## config.mk

```make
export PLATFORM = sky130hd
export DESIGN_NAME = dmem_arbiter
export DESIGN_NICKNAME = d
export VERILOG_FILES = /design/src/rtl/dmem_arbiter.sv
export SDC_FILE = /design/constraint.sdc
export NUM_CORES = 1
export LEC_CHECK = 0
export BUFFER_PORTS_ARGS = -buffer_cell sky130_fd_sc_hd__buf_2
export CAP_MARGIN = 20
export CORE_AREA = 2 2 134 136
export DETAILED_ROUTE_END_ITERATION = 12
export DIE_AREA = 0 0 136 138
export PLACE_DENSITY = 0.66
export SLEW_MARGIN = 10
export SYNTH_ARGS = -nofsm -noshare
export SYNTH_HDL_FRONTEND = slang
export SYNTH_SLANG_ARGS = --single-unit
```

## constraint.sdc

```tcl
create_clock -name clk -period 7.3 [get_ports clk]
set_input_delay 0.73 -clock clk [delete_from_list [all_inputs] [get_ports clk]]
set_output_delay 0.73 -clock clk [all_outputs]
set_load 0.03 [all_outputs]
```

## src/rtl/dmem_arbiter.sv

```systemverilog
// dmem_arbiter: shares the single-ported data RAM between the MEM stage and a debug port,
// sequences variable-latency IO accesses with a pipeline stall, and keeps debug from starving.
module dmem_arbiter #(
    parameter int          AW         = 8,
    parameter logic [31:0] IO_BASE    = 32'h0000_7F00,
    parameter int          IO_TIMEOUT = 15,
    parameter int          STARVE_LIM = 4
) (
    input  logic          clk,
    input  logic          rst,
    input  logic          cpu_req,
    input  logic          cpu_we,
    input  logic [31:0]   cpu_addr,
    input  logic [31:0]   cpu_wdata,
    output logic [31:0]   cpu_rdata,
    output logic          cpu_stall,
    input  logic          dbg_req,
    input  logic          dbg_we,
    input  logic [31:0]   dbg_addr,
    input  logic [31:0]   dbg_wdata,
    output logic [31:0]   dbg_rdata,
    output logic          dbg_ack,
    output logic [AW-1:0] mem_a,
    output logic [31:0]   mem_d,
    output logic          mem_we,
    input  logic [31:0]   mem_spo,
    output logic [7:0]    io_addr,
    output logic [31:0]   io_dout,
    output logic          io_we,
    output logic          io_rd,
    input  logic [31:0]   io_din,
    input  logic          io_ready,
    output logic          io_err
);
    localparam logic [1:0] IDLE = 2'd0, IO_ACCESS = 2'd1, IO_DONE = 2'd2;
    localparam int TW = $clog2(IO_TIMEOUT + 1);
    localparam int SW = $clog2(STARVE_LIM + 1);

    logic [1:0]    state_q, state_d;
    logic [TW-1:0] tmo_q, tmo_d;
    logic [SW-1:0] starve_q, starve_d;
    logic [31:0]   io_q, io_d, dbg_rdata_q, dbg_rdata_d;
    logic          dbg_ack_q, io_err_q, io_err_d;
    logic          cpu_io, dbg_io, idle, in_io, forced, cpu_ram, dbg_grant, dbg_ram;

    assign cpu_io    = cpu_addr >= IO_BASE;
    assign dbg_io    = dbg_addr >= IO_BASE;
    assign idle      = state_q == IDLE;
    assign in_io     = state_q == IO_ACCESS;
    assign forced    = starve_q == SW'(STARVE_LIM);
    // Outputs are gated by rst so a reset asserted mid-transaction releases the pipeline at once
    assign cpu_ram   = !rst && idle && cpu_req && !cpu_io && !forced;
    assign dbg_grant = !rst && dbg_req && !dbg_ack_q && !cpu_ram;
    assign dbg_ram   = dbg_grant && !dbg_io;

    always_comb begin
        state_d  = state_q;
        tmo_d    = '0;
        io_d     = io_q;
        io_err_d = io_err_q;
        if (idle && cpu_req && cpu_io) begin
            state_d = IO_ACCESS;
        end else if (in_io) begin
            tmo_d = tmo_q + 1'b1;
            if (io_ready) begin
                io_d    = io_din;
                state_d = IO_DONE;
            end else if (tmo_q == TW'(IO_TIMEOUT - 1)) begin
                io_d     = '0;
                io_err_d = 1'b1;
                state_d  = IO_DONE;
            end
        end else if (state_q == IO_DONE) begin
            state_d = IDLE;
        end
        starve_d    = dbg_grant ? '0 : (dbg_req && !dbg_ack_q && cpu_ram) ? starve_q + 1'b1 : starve_q;
        dbg_rdata_d = dbg_grant ? (dbg_io ? '0 : mem_spo) : dbg_rdata_q;
    end

    always_ff @(posedge clk or posedge rst) begin
        if (rst) begin
            state_q     <= IDLE;
            tmo_q       <= '0;
            starve_q    <= '0;
            io_q        <= '0;
            dbg_rdata_q <= '0;
            dbg_ack_q   <= 1'b0;
            io_err_q    <= 1'b0;
        end else begin
            state_q     <= state_d;
            tmo_q       <= tmo_d;
            starve_q    <= starve_d;
            io_q        <= io_d;
            dbg_rdata_q <= dbg_rdata_d;
            dbg_ack_q   <= dbg_grant;
            io_err_q    <= io_err_d;
        end
    end

    assign cpu_stall = !rst && ((idle && cpu_req && (cpu_io || forced)) || in_io);
    assign cpu_rdata = cpu_ram ? mem_spo : (state_q == IO_DONE) ? io_q : '0;
    assign mem_a     = cpu_ram ? cpu_addr[AW+1:2] : dbg_ram ? dbg_addr[AW+1:2] : '0;
    assign mem_d     = cpu_ram ? cpu_wdata : dbg_ram ? dbg_wdata : '0;
    assign mem_we    = (cpu_ram && cpu_we) || (dbg_ram && dbg_we);
    assign io_addr   = cpu_addr[7:0];
    assign io_dout   = in_io ? cpu_wdata : '0;
    assign io_we     = in_io && cpu_we;
    assign io_rd     = in_io && !cpu_we;
    assign io_err    = io_err_q;
    assign dbg_ack   = dbg_ack_q;
    assign dbg_rdata = dbg_rdata_q;
endmodule
```

### After elaboration in Yosys (flattened, before gate mapping)

Cells that the tools add are included.

| word-level totals | value |
|---|---|
| register bits after elaboration | 75 |
| input port bits | 199 |
| output and inout bits | 150 |

| cells by class | value |
|---|---|
| bitwise logic cells | 2 |
| add/sub/neg operators | 2 |
| equal/unequal tests | 5 |
| multiplexer cells | 19 |
| reduce and logical (&&, ||, !) cells | 35 |
| magnitude comparators | 2 |

Operators with widths:

| cell | count |
|---|---|
| two-way mux 32 bit | 8 |
| >= comparator 32 x 15 -> 1 bit, second input constant | 2 |
| logical AND 1 bit | 18 |
| two-way mux 8 bit | 2 |
| two-way mux 2 bit | 5 |
| two-way mux 4 bit | 2 |
| zero test 1 bit | 7 |
| two-way mux 3 bit | 2 |
| adder 4 x 1 -> 4 bit, second input constant | 1 |
| equality test 4 bit, second input constant | 1 |
| != test 4 x 2 -> 1 bit, second input constant | 1 |
| AND reduction 4 bit | 1 |
| nonzero test 2 bit | 2 |
| adder 3 x 1 -> 3 bit, second input constant | 1 |
| equality test 3 bit, second input constant | 1 |
| logical OR 1 bit | 3 |
| AND reduction 3 bit | 1 |
| nonzero test 3 bit | 1 |
| equality test 2 x 1 -> 1 bit, second input constant | 1 |
| equality test 2 bit, second input constant | 1 |
| zero test 2 bit | 1 |
| NOT 1 bit | 2 |
| AND reduction 2 bit | 1 |

### Logic depth before layout (Yosys ltp)

| depth | value |
|---|---|
| depth after elaboration | 10 |
| gate-level depth with buffers | 8 |
| mapped depth without buffers | 6 |

### Least setup slack after synthesis

No wires, ideal clock.

| path | value |
|---|---|
| path kind | in2out |
| from | input cpu_addr[13] |
| to | output cpu_stall |
| stages on the path | 5 |
| arrival | 2.462 ns |
| setup slack | 4.108 ns |
| buffers on the path | 1 |
| cells stage by stage | nand4_1 > o211ai_1 > clkbuf_1 > o21ai_0 > a211oi_1 |

| on the way | value |
|---|---|
| word-level cells in the longest chain between the ends | 5 |

Ends and longest elaborated chain:

| item | line | RTL |
|---|---|---|
| start: declaration | 13 | `input logic [31:0] cpu_addr,` |
| >= comparator 32 x 15 -> 1 bit | 46 | `assign cpu_io = cpu_addr >= IO_BASE;` |
| logical OR 1 bit | 100 | `assign cpu_stall = !rst && ((idle && cpu_req && (cpu_io \|\| forced)) \|\| in_io);` |
| logical AND 1 bit | 100 |  |
| logical OR 1 bit | 100 |  |
| logical AND 1 bit | 100 |  |
| end: declaration | 16 | `output logic cpu_stall,` |

Every way passes these cells.

### Final worst setup path

| path | value |
|---|---|
| from | input rst |
| to | output cpu_rdata[11] |

| on the way | value |
|---|---|
| word-level cells in the longest chain between the ends | 6 |

Ends and longest elaborated chain:

| item | line | RTL |
|---|---|---|
| start: declaration | 10 | `input logic rst,` |
| zero test 1 bit | 52 | `assign cpu_ram = !rst && idle && cpu_req && !cpu_io && !forced;` |
| logical AND 1 bit (4 in series) | 52 |  |
| two-way mux 32 bit | 101 | `assign cpu_rdata = cpu_ram ? mem_spo : (state_q == IO_DONE) ? io_q : '0;` |
| end: declaration | 15 | `output logic [31:0] cpu_rdata,` |

Every way passes these cells.

==> summary.md <==
| Metric | Value |
|---|---|
| Core ar. | `between 15,000 and 20,000 um2` |
| Sw Pwr | `~0.75 mW` |
| Fillers | `1,792` |
| Unrepaired setup endpoints after global routing | `false` |
| Final setup vio count | `0` |
| Buffers added on ports | `between 300 and 400` |
| Initial Utilization | `0.296` |
| DP Wirelength | `around 15,000 um` |
| TNS Setup | `0 ns` |
| Post-synthesis adder-cell area fraction | `0.00965` |
| # clock sinks | `75` |
| Routed wire length | `roughly 21,000 um` |
| CTS Hold Bufs | `0` |
| Fin crit share | `0.617` |
| Synthesized Nets | `about 820` |
| Slew @ Worst Pin | `approximately 1.1 ns` |
| Final Max Slew Viols | `0` |
| # IOs | `between 300 and 400` |
| Internal Power | `around 1.1 mW` |
| Height of the die | `around 140 um` |
| Outcome | `finished, final reports clean` |
| Switching part of the total | `0.416` |
| Top_reg_cell synth | `dfrtp_1` |
| Hold Fails Final Rpt | `0` |
| Routed Antenna Nets | `0` |
| CTS tree | `yes` |
| Pre-antenna DRT Iters | `5` |
| Die width | `136 um` |
| Mapped Cells | `about 610` |
| Critical Path RT | `about 6.6 ns` |
| Largest net degree at the start of global routing | `74` |
| Fmax | `roughly 220 MHz` |
| Layout cell share with drive strength beyond 1 | `0.426` |
| Initial DRC Count | `roughly 300` |
| Synth cell count leaders | `75 x dfrtp_1, 64 x a22o_1, 53 x clkbuf_1` |
| Post-synthesis simple-gate area fraction | `0.251` |
| Crit path DAT | `3.77 ns` |
| Combinational family with the most area after synthesis | `compound AO/OA/AOI/OAI gates` |
| Worst-Skew Late Latency | `0.33 ns` |
| Combinational power share | `0.426` |
| Max Root-Sink Buffers | `2` |
| XOR/XNOR share of the synthesized area | `0.00338` |
| Startpoint types | `primary input` |
| Synth top area share | `0.362` |
| Clk pwr share | `0.258` |
| Number of global-route vias before repair | `5,704` |
| Mux share of post-synthesis cell area | `0` |
| Flop pwr share | `0.315` |
| Synth Area in Compound Gates | `0.265` |
| Nets@finish | `between 1,000 and 1,500` |
| Nature of the critical path endpoint | `output port` |
| Cell Area, Synth | `5190 um2` |
| Yosys top cell by area | `dfrtp_1` |
| Setup CP Type | `in -> out` |
| Global-route wire length before repair | `between 30,000 and 40,000 um` |
| Top-count cell post-synth | `dfrtp_1` |
| Unique masters post-synth | `42` |
| Via count | `~6,100` |
| Max_slew headroom | `0.297` |
| CTS root buf | `clkbuf_16` |
| Setup Buffers After CTS | `0` |
| Site row count | `49` |
| Grt ovf | `0` |
| Worst vdd ir | `between 0.0001 and 0.00015 V` |
| Sequential area share after synthesis | `0.362` |
| Syn avg cell area | `about 8.5 um2` |
| Synth async-reset ratio | `1.00` |
| Total CTS buffers | `9` |
| Register bit count reported by yosys | `75` |
| Hold crit path type | `reg -> reg` |
| Post-CTS sizing | `0` |
| Setup Skew | `approximately 0.0094 ns` |
| DR vias/cell | `about 5.4` |
| Drt drc | `0` |
| Max Cap Viol | `0` |
| Yosys warning count | `0` |
| Area Overhead vs Synth | `39.9%` |
| GPL Wtd Cong | `around 0.81` |
| Utilization after layout | `0.414` |
| Ranking of synthesized cells by area | `dfrtp_1 36%, a22o_1 11%, a31o_1 6.2%` |
| Number of synthesized flops with an enable pin | `0` |
| Worst-path fanout max | `56` |
| CTS H-tree depth | `3` |
| Worst-path clk slew | `around 0.060 ns` |
| Flop2flop setup slack | `4.10 ns` |
| N_diodes | `0` |
| Initial antenna violation count | `1` |
| Leakage | `3.80 nW` |
| Tot GR Track Use | `0.217` |
| Pwr Density | `249 nW/um2` |
| Final Critical Period | `between 4 and 5 ns` |
| Die Footprint | `between 15,000 and 20,000 um2` |
| Avg WL per Cell | `about 19 um` |
==> per-stage QoR <==
step / cell area (um2) / setup slack, ns / cells / hold WS [ns] / power [mW]
after floorplan: 5190 / 4.11 / 612 / 0.454 / 1.09
after global placement: 6950 / 2.83 / 1118 / 0.444 / 1.35
after detailed placement: 6950 / 2.84 / 1118 / 0.451 / 1.35
after CTS: 7260 / 2.83 / 1133 / 0.464 / 1.83
after global routing: 7260 / 2.63 / 1133 / 0.492 / 1.90
final: 7260 / 2.80 / 1133 / 0.459 / 1.81
==> sequential cells by signal, indices dropped and copies added (netlist names) <==
signal     flops
dbg_rdata     32
io_q          32
tmo_q          4
starve_q       3
state_q        2
dbg_ack        1
io_err         1
==> power groups by stage <==
stage               combinational, mW  sequential [mW]  clock (mW)
global placement                0.771            0.576           0
global route                    0.823            0.582       0.497
detailed placement              0.777            0.575           0
floorplan                       0.529            0.559           0
CTS                             0.778            0.571       0.479
finish                          0.772            0.571       0.468
==> logic make-up (layout without fill, tap and decap cells) <==
group	after synthesis	after routing
DFF	75	75
buffers and inverters	128	420
and+or+nand+nor	220	220
AOI/OAI and AO/OA	183	183
adders and majority gates	4	4
xor gates and xnor gates	2	2
==> path summary, 6_finish.rpt <==
| kind | start | cells past startpoint | end |
|---|---|---|---|
| max | rst | 6 | cpu_rdata[11] |
| max reg2reg | state_q[0]$_DFFE_PP0P_ | 5 | dbg_rdata[15]$_DFFE_PP0N_ |
| min | io_err$_DFFE_PP0P_ | 1 | io_err$_DFFE_PP0P_ |
| min in group asynchronous | rst | 2 | dbg_rdata[31]$_DFFE_PP0N_ |
| min reg2reg | io_err$_DFFE_PP0P_ | 1 | io_err$_DFFE_PP0P_ |
| max in group asynchronous | rst | 3 | dbg_rdata[14]$_DFFE_PP0N_ |
==> placed cells by master, fill, tap and decap left out, types with 3 or more instances in the layout <==
cell type / synthesis / layout
and2_1: 32 / 31
nor4b_1: 32 / 32
buf_2: 11 / 342
nand3_1: 35 / 35
clkbuf_16: 0 / 9
nor3_1: 4 / 3
nand4_1: 4 / 4
inv_1: 48 / 47
a31oi_1: 32 / 32
o21ai_1: 11 / 10
ha_1: 4 / 4
a22o_1: 64 / 64
buf_4: 8 / 14
nor4_1: 47 / 47
a31o_2: 4 / 4
dfrtp_1: 75 / 75
clkinv_2: 0 / 3
nor2_1: 46 / 45
o21ai_0: 25 / 25
nand2_1: 6 / 6
a31o_1: 37 / 37
==> layer usage <==
| metal | track usage | vias to the layer above | wire length [um] |
|---|---|---|---|
| li1 | - | 2861 | - |
| met5 | 0 | - | 13 |
| met2 | 0.369 | 270 | 10600 |
| met1 | 0.282 | 2908 | 8880 |
| met4 | 0.0592 | 2 | 388 |
| met3 | 0.0359 | 29 | 1590 |
==> worst max-delay path, stage by stage <==
cell and delay [ns]:
buf_2 0.33, or4b_2 1.17, nor3_2 0.75, buf_12 0.31, a22o_1 0.21, buf_2 0.20
==> cell type report <==
class | instances | area (um2) | area share
Inverter | 48 | 181 | 0.0250
Clock buffer | 10 | 229 | 0.0315
Tap cell | 229 | 287 | 0.0395
Multi-Input combinational cell | 409 | 2770 | 0.381
Sequential cell | 75 | 1880 | 0.259
Timing Repair Buffer | 357 | 1840 | 0.253
Clock inverter | 5 | 78.8 | 0.0109
(Power assumes the default switching activity.)
